File: config.mk
export PLATFORM = sky130hd
export DESIGN_NAME = moore_mod_counter
export DESIGN_NICKNAME = d
export VERILOG_FILES = /design/src/rtl/moore_mod_counter_pkg.sv /design/src/rtl/moore_mod_next.sv /design/src/rtl/moore_mod_counter.sv
export SDC_FILE = /design/constraint.sdc
export NUM_CORES = 1
export LEC_CHECK = 0
export BUFFER_PORTS_ARGS = -buffer_cell sky130_fd_sc_hd__clkbuf_2
export CORE_AREA = 2 2 39 41
export DETAILED_ROUTE_END_ITERATION = 6
export DIE_AREA = 0 0 41 43
export PLACE_DENSITY_LB_ADDON = 0.3
export SYNTH_ARGS = -nofsm -noshare
export SYNTH_HDL_FRONTEND = slang
export SYNTH_HIERARCHICAL = 1
export SYNTH_SLANG_ARGS = --single-unit
File: constraint.sdc
create_clock -name clock -period 2.71 [get_ports clock]
set_input_delay 0 -clock clock [delete_from_list [all_inputs] [get_ports clock]]
set_output_delay 0 -clock clock [all_outputs]
set_load 0.01 [all_outputs]
File: src/rtl/moore_mod_counter_pkg.sv
// Shared types and next-state helper for the modulo Moore counter.
// Direction, operation priority and wrap/next bundle live here.
package moore_mod_counter_pkg;

    typedef enum logic {
        DIR_DOWN = 1'b0,
        DIR_UP   = 1'b1
    } dir_e;

    // Highest value wins: clear > load > count > hold.
    typedef enum logic [1:0] {
        OP_HOLD  = 2'd0,
        OP_COUNT = 2'd1,
        OP_LOAD  = 2'd2,
        OP_CLEAR = 2'd3
    } op_e;

    localparam int unsigned FN_W = 32;

    typedef struct packed {
        logic            wrap;
        logic [FN_W-1:0] next;
    } step_t;

    function automatic step_t next_mod_state(
        input logic [FN_W-1:0] state,
        input dir_e            dir,
        input logic [FN_W-1:0] modulus
    );
        step_t           r;
        logic [FN_W-1:0] last;
        last   = modulus - 32'd1;
        r.wrap = 1'b0;
        r.next = state;
        if (dir == DIR_UP) begin
            if (state == last) begin
                r.next = '0;
                r.wrap = 1'b1;
            end else begin
                r.next = state + 32'd1;
            end
        end else begin
            if (state == '0) begin
                r.next = last;
                r.wrap = 1'b1;
            end else begin
                r.next = state - 32'd1;
            end
        end
        return r;
    endfunction

endpackage

File: src/rtl/moore_mod_next.sv
// Combinational modulo step: next state and wrap flag for one count.
// Bounds are compared before stepping, so no wider intermediate escapes.
module moore_mod_next
    import moore_mod_counter_pkg::*;
#(
    parameter int WIDTH   = 2,
    parameter int MODULUS = 4
) (
    input  logic [WIDTH-1:0] state_i,
    input  dir_e             dir_i,
    output logic [WIDTH-1:0] next_o,
    output logic             wrap_o
);

    step_t res;
    logic  unused_hi;

    assign res = next_mod_state(FN_W'(state_i), dir_i, FN_W'(MODULUS));

    assign next_o    = res.next[WIDTH-1:0];
    assign wrap_o    = res.wrap;
    assign unused_hi = &{1'b0, res.next[FN_W-1:WIDTH]};

endmodule

File: src/rtl/moore_mod_counter.sv
// Modulo-N up/down Moore counter with clear, load and wrap flag.
// Define MOORE_MOD_COUNTER_HIT_LATCH_EN to add the sticky hit_seen output.
module moore_mod_counter
    import moore_mod_counter_pkg::*;
#(
    parameter int WIDTH    = 2,
    parameter int MODULUS  = 4,
    parameter int TERMINAL = MODULUS - 1
) (
    input  logic             clock,
    input  logic             reset,
    input  logic             x_in,
    input  logic             up_dn,
    input  logic             clear,
    input  logic             load,
    input  logic [WIDTH-1:0] load_value,
    output logic [WIDTH-1:0] state_out,
    output logic             y_out,
`ifdef MOORE_MOD_COUNTER_HIT_LATCH_EN
    output logic             hit_seen,
`endif
    output logic             wrap_out
);

    if (WIDTH < 1 || WIDTH > 31) begin : g_bad_width
        $error("moore_mod_counter: WIDTH out of range");
    end
    if (MODULUS < 2 ||
        longint'(MODULUS) > (longint'(1) << WIDTH)) begin : g_bad_mod
        $error("moore_mod_counter: MODULUS out of range");
    end
    if (TERMINAL < 0 || TERMINAL >= MODULUS) begin : g_bad_term
        $error("moore_mod_counter: TERMINAL out of range");
    end

    localparam logic [WIDTH:0]   MOD_W  = (WIDTH+1)'(MODULUS);
    localparam logic [WIDTH-1:0] TERM_W = WIDTH'(TERMINAL);

    logic [WIDTH-1:0] state_q;
    logic [WIDTH-1:0] state_d;
    logic [WIDTH-1:0] cnt_next;
    logic             wrap_q;
    logic             wrap_d;
    logic             cnt_wrap;
    logic             load_ok;
    op_e              op;

    moore_mod_next #(
        .WIDTH   (WIDTH),
        .MODULUS (MODULUS)
    ) u_next (
        .state_i (state_q),
        .dir_i   (dir_e'(up_dn)),
        .next_o  (cnt_next),
        .wrap_o  (cnt_wrap)
    );

    assign load_ok = ({1'b0, load_value} < MOD_W);

    always_comb begin
        op = OP_HOLD;
        if (clear) begin
            op = OP_CLEAR;
        end else if (load) begin
            op = OP_LOAD;
        end else if (x_in) begin
            op = OP_COUNT;
        end
    end

    always_comb begin
        state_d = state_q;
        wrap_d  = 1'b0;
        unique case (op)
            OP_CLEAR: state_d = '0;
            OP_LOAD: begin
                // Out-of-range loads are dropped, and x_in is ignored too.
                if (load_ok) begin
                    state_d = load_value;
                end
            end
            OP_COUNT: begin
                state_d = cnt_next;
                wrap_d  = cnt_wrap;
            end
            default: ;
        endcase
    end

    always_ff @(posedge clock or negedge reset) begin
        if (!reset) begin
            state_q <= '0;
            wrap_q  <= 1'b0;
        end else begin
            state_q <= state_d;
            wrap_q  <= wrap_d;
        end
    end

    assign state_out = state_q;
    assign y_out     = (state_q == TERM_W);
    assign wrap_out  = wrap_q;

`ifdef MOORE_MOD_COUNTER_HIT_LATCH_EN
    logic hit_q;
    logic hit_d;

    always_comb begin
        hit_d = hit_q;
        if (op == OP_CLEAR) begin
            hit_d = 1'b0;
        end else if ((op == OP_COUNT || (op == OP_LOAD && load_ok)) &&
                     state_d == TERM_W) begin
            hit_d = 1'b1;
        end
    end

    always_ff @(posedge clock or negedge reset) begin
        if (!reset) begin
            hit_q <= 1'b0;
        end else begin
            hit_q <= hit_d;
        end
    end

    assign hit_seen = hit_q;
`endif

endmodule

==> results by group <==
Finish
  • Area grow syn2layout: 44.5%
  • FF/Latch Area: 75.1 µm²
  • Fillers: 144
  • Commonest cells after routing, fill and taps aside: clkbuf_2, inv_1, ha_1
  • Final nets: 56
  • Share of cells above drive strength 1: 38.1%
  • # diodes: 0
  • Most common cell after layout, fill and taps aside: clkbuf_2
  • Design area: 362 µm²
  • Multi-input gate area: 156 µm²

Critical path
  • WP data arrival: 1460 ps
  • Worst path bufs/invs: 1
  • Critical path startpoint category: register
  • Worst path top cell family by delay: flip-flops
  • Critical-path cell list: inv_1, ha_1, xnor2_1, a22oi_1, o31ai_1
  • WS Path Type: reg2reg
  • Endpoint class of the critical path: register
  • CP required: 2840 ps
  • Worst path max stage delay: 420 ps
  • CP max-delay cell: dfrtp_1
  • Crit path max fanout: 6

Timing
  • Final Hold Viols: 0
  • Slew @ Worst Pin: 200 ps
  • Rel. slew slack: 86.7%
  • Setup_tns: 0 ps
  • Crit path time final: 1330 ps
  • Worst Skew: 1.10 ps
  • Final Setup Violations: 0
  • Fmax: 752 MHz
  • Final Max Tran Viols: 0
  • Tcrit/Tclk final: 49.1%
  • RSZ-0062 raised after global routing: false

GRT
  • Initial antenna violation count: 0
  • Vias in the first global route: 239
  • Largest net degree at the start of global routing: 7
  • Gr ovfl total: 0
  • First-pass GRT wire length: 862 µm
  • Total track usage: 7.42%

CTS
  • Clock insertion delay at the later pin of the skew report: 230 ps
  • Maximum clock insertion buffer count: 2
  • Root Driver: clkbuf_4
  • Clk pin slew, worst setup/hold paths: 40 ps
  • Clk sinks: 3
  • CTS tree: done
  • CTS Buf Count: 3
  • H-Tree Depth: 1
  • Cts repair resizes: 0

Flow run
  • Number of max-cap violations: 0

Routing
  • Via density: 3.93
  • Routed WL per cell: 8.03 µm
  • 1st-pass router iterations: 3
  • Final ANT Viol Nets: 0
  • DR iter-0 viols: 1
  • Number of remaining DRC errors: 0
  • DRT Wirelength: 466 µm
  • Via Count: 228

Power and ir drop
  • Maximum vdd drop: 0.115 mV
  • Pwr dens: 445 mW/mm²
  • Total power: 0.161 mW
  • Leakage: 0.201 nW

Logic synthesis
  • Synth Area in Simple Gates: 11.0%
  • Total of warnings raised by yosys: 6
  • XOR/XNOR Fraction of Synth Area: 3.50%
  • Synthesized net count: 39
  • Seq cells post-synth: 3
  • Leading area contributor after synthesis: dfrtp_1
  • Largest family of logic cells by synthesized area: adder cells
  • Syn avg cell area: 9.62 µm²
  • Mapped Area: 250 µm²
  • Largest cells by area after synthesis: dfrtp_1, ha_1, inv_1
  • Syn Inst Count: 26
  • Share of the synthesized area in the top cell type: 30.0%
  • Mux share of post-synthesis cell area: 6.00%
  • Post-synthesis compound-gate area fraction: 17.0%
  • Library cells used by synthesis: 13
  • Seq/Total Area, Yosys: 30.0%
  • Adder-cell share of the synthesized area: 25.0%

Floorplanning
  • DIE HEIGHT: 43 µm
  • # IOs: 12
  • Row cnt: 14
  • Starting Density: 18.1%
  • Core area: 0.00138 mm²
  • Die area: 0.00176 mm²
  • Die W: 41 µm

Worst hold path
  • Min-Delay Path Class: in2async

Placement
  • Port Buffer Count: 11
  • Gpl congestion: 0.650
  • DP Area: 325 µm²

Outcome
  • Status: complete, no violations
[synth_stat cells]
cell	n
a21o_1	1
mux2_4	1
a22oi_1	2
and2_2	1
nand2_1	2
or2_1	1
ha_1	5
and2_1	1
dfrtp_1	3
o31ai_1	2
xnor2_1	1
a21oi_1	1
inv_1	5
[cell families after synthesis]
| family | Yosys count |
|---|---|
| multiplexers | 1 |
| adder cells (fa/ha/maj) | 5 |
| XOR/XNOR | 1 |
| flip-flops | 3 |
| buffers and inverters | 5 |
| AO/OA/AOI/OAI | 6 |
| AND/OR/NAND/NOR | 5 |
[per-layer routing]
layer | vias to the layer above | global-route usage (%) | wire length, µm
met1 | 99 | 8.97 | 212
met3 | 0 | 1.57 | 54
met4 | 0 | 6.00 | 0
li1 | 118 | - | -
met2 | 11 | 10.6 | 199
met5 | - | 0 | 0
[path summary, 6_finish.rpt]
check	from	end	slack, ps	depth (start not counted)
max in group asynchronous	reset	wrap_out	2490	2
hold / removal	reset	state_out[1]	100	2
hold reg to reg	state_out[1]	state_out[1]	550	2
setup reg to reg	state_out[0]	state_out[1]	1380	5
setup / recovery	state_out[0]	state_out[1]	1380	5
min in group clock	load_value[1]	state_out[1]	120	3
[worst reg2reg max path, delay by kind of cell (launching register included)]
kind	cells	cell delay, ps
adders and majority gates	1	300
DFF	1	420
xor gates and xnor gates	1	160
buffers and inverters	1	70
AOI/OAI and AO/OA	2	290
[stage by stage]
step	setup WS (ps)	instances	hold WS, ps	utilization (%)
2_1_floorplan	1430	26	-296	-
3_3_place_gp	1370	53	-201	23.5
3_5_place_dp	1360	53	-198	23.5
4_1_cts	1360	58	94.1	26.1
5_1_grt	1240	58	139	26.1
6_report	1380	58	102	26.1
[cell type report]
type | instances | area share [%]
clock buffer | 4 | 7.27
inverter | 5 | 5.19
multi-input combinational | 18 | 43.3
sequential | 3 | 20.8
tap | 16 | 5.54
timing repair buffer | 12 | 18.0
[where the power goes]
part / internal (mW) / leakage [nW] / switching (mW) / total [mW]
sequential: 0.0478 / 0.0408 / 0.00313 / 0.0509
clock: 0.0550 / 0.0150 / 0.0209 / 0.0759
combinational: 0.0183 / 0.145 / 0.0158 / 0.0340
total: 0.121 / 0.201 / 0.0398 / 0.161
[flip-flops by register name (all words and copies together), names as in the netlist]
register and flops:
state_out 2, wrap_out 1
[repair_timing]
action	4_1_cts	5_1_grt
hold buffers	1	0
endpoints found under the hold margin	3	0
buffers inserted	0	0
Power figures use the tool's default switching activity.
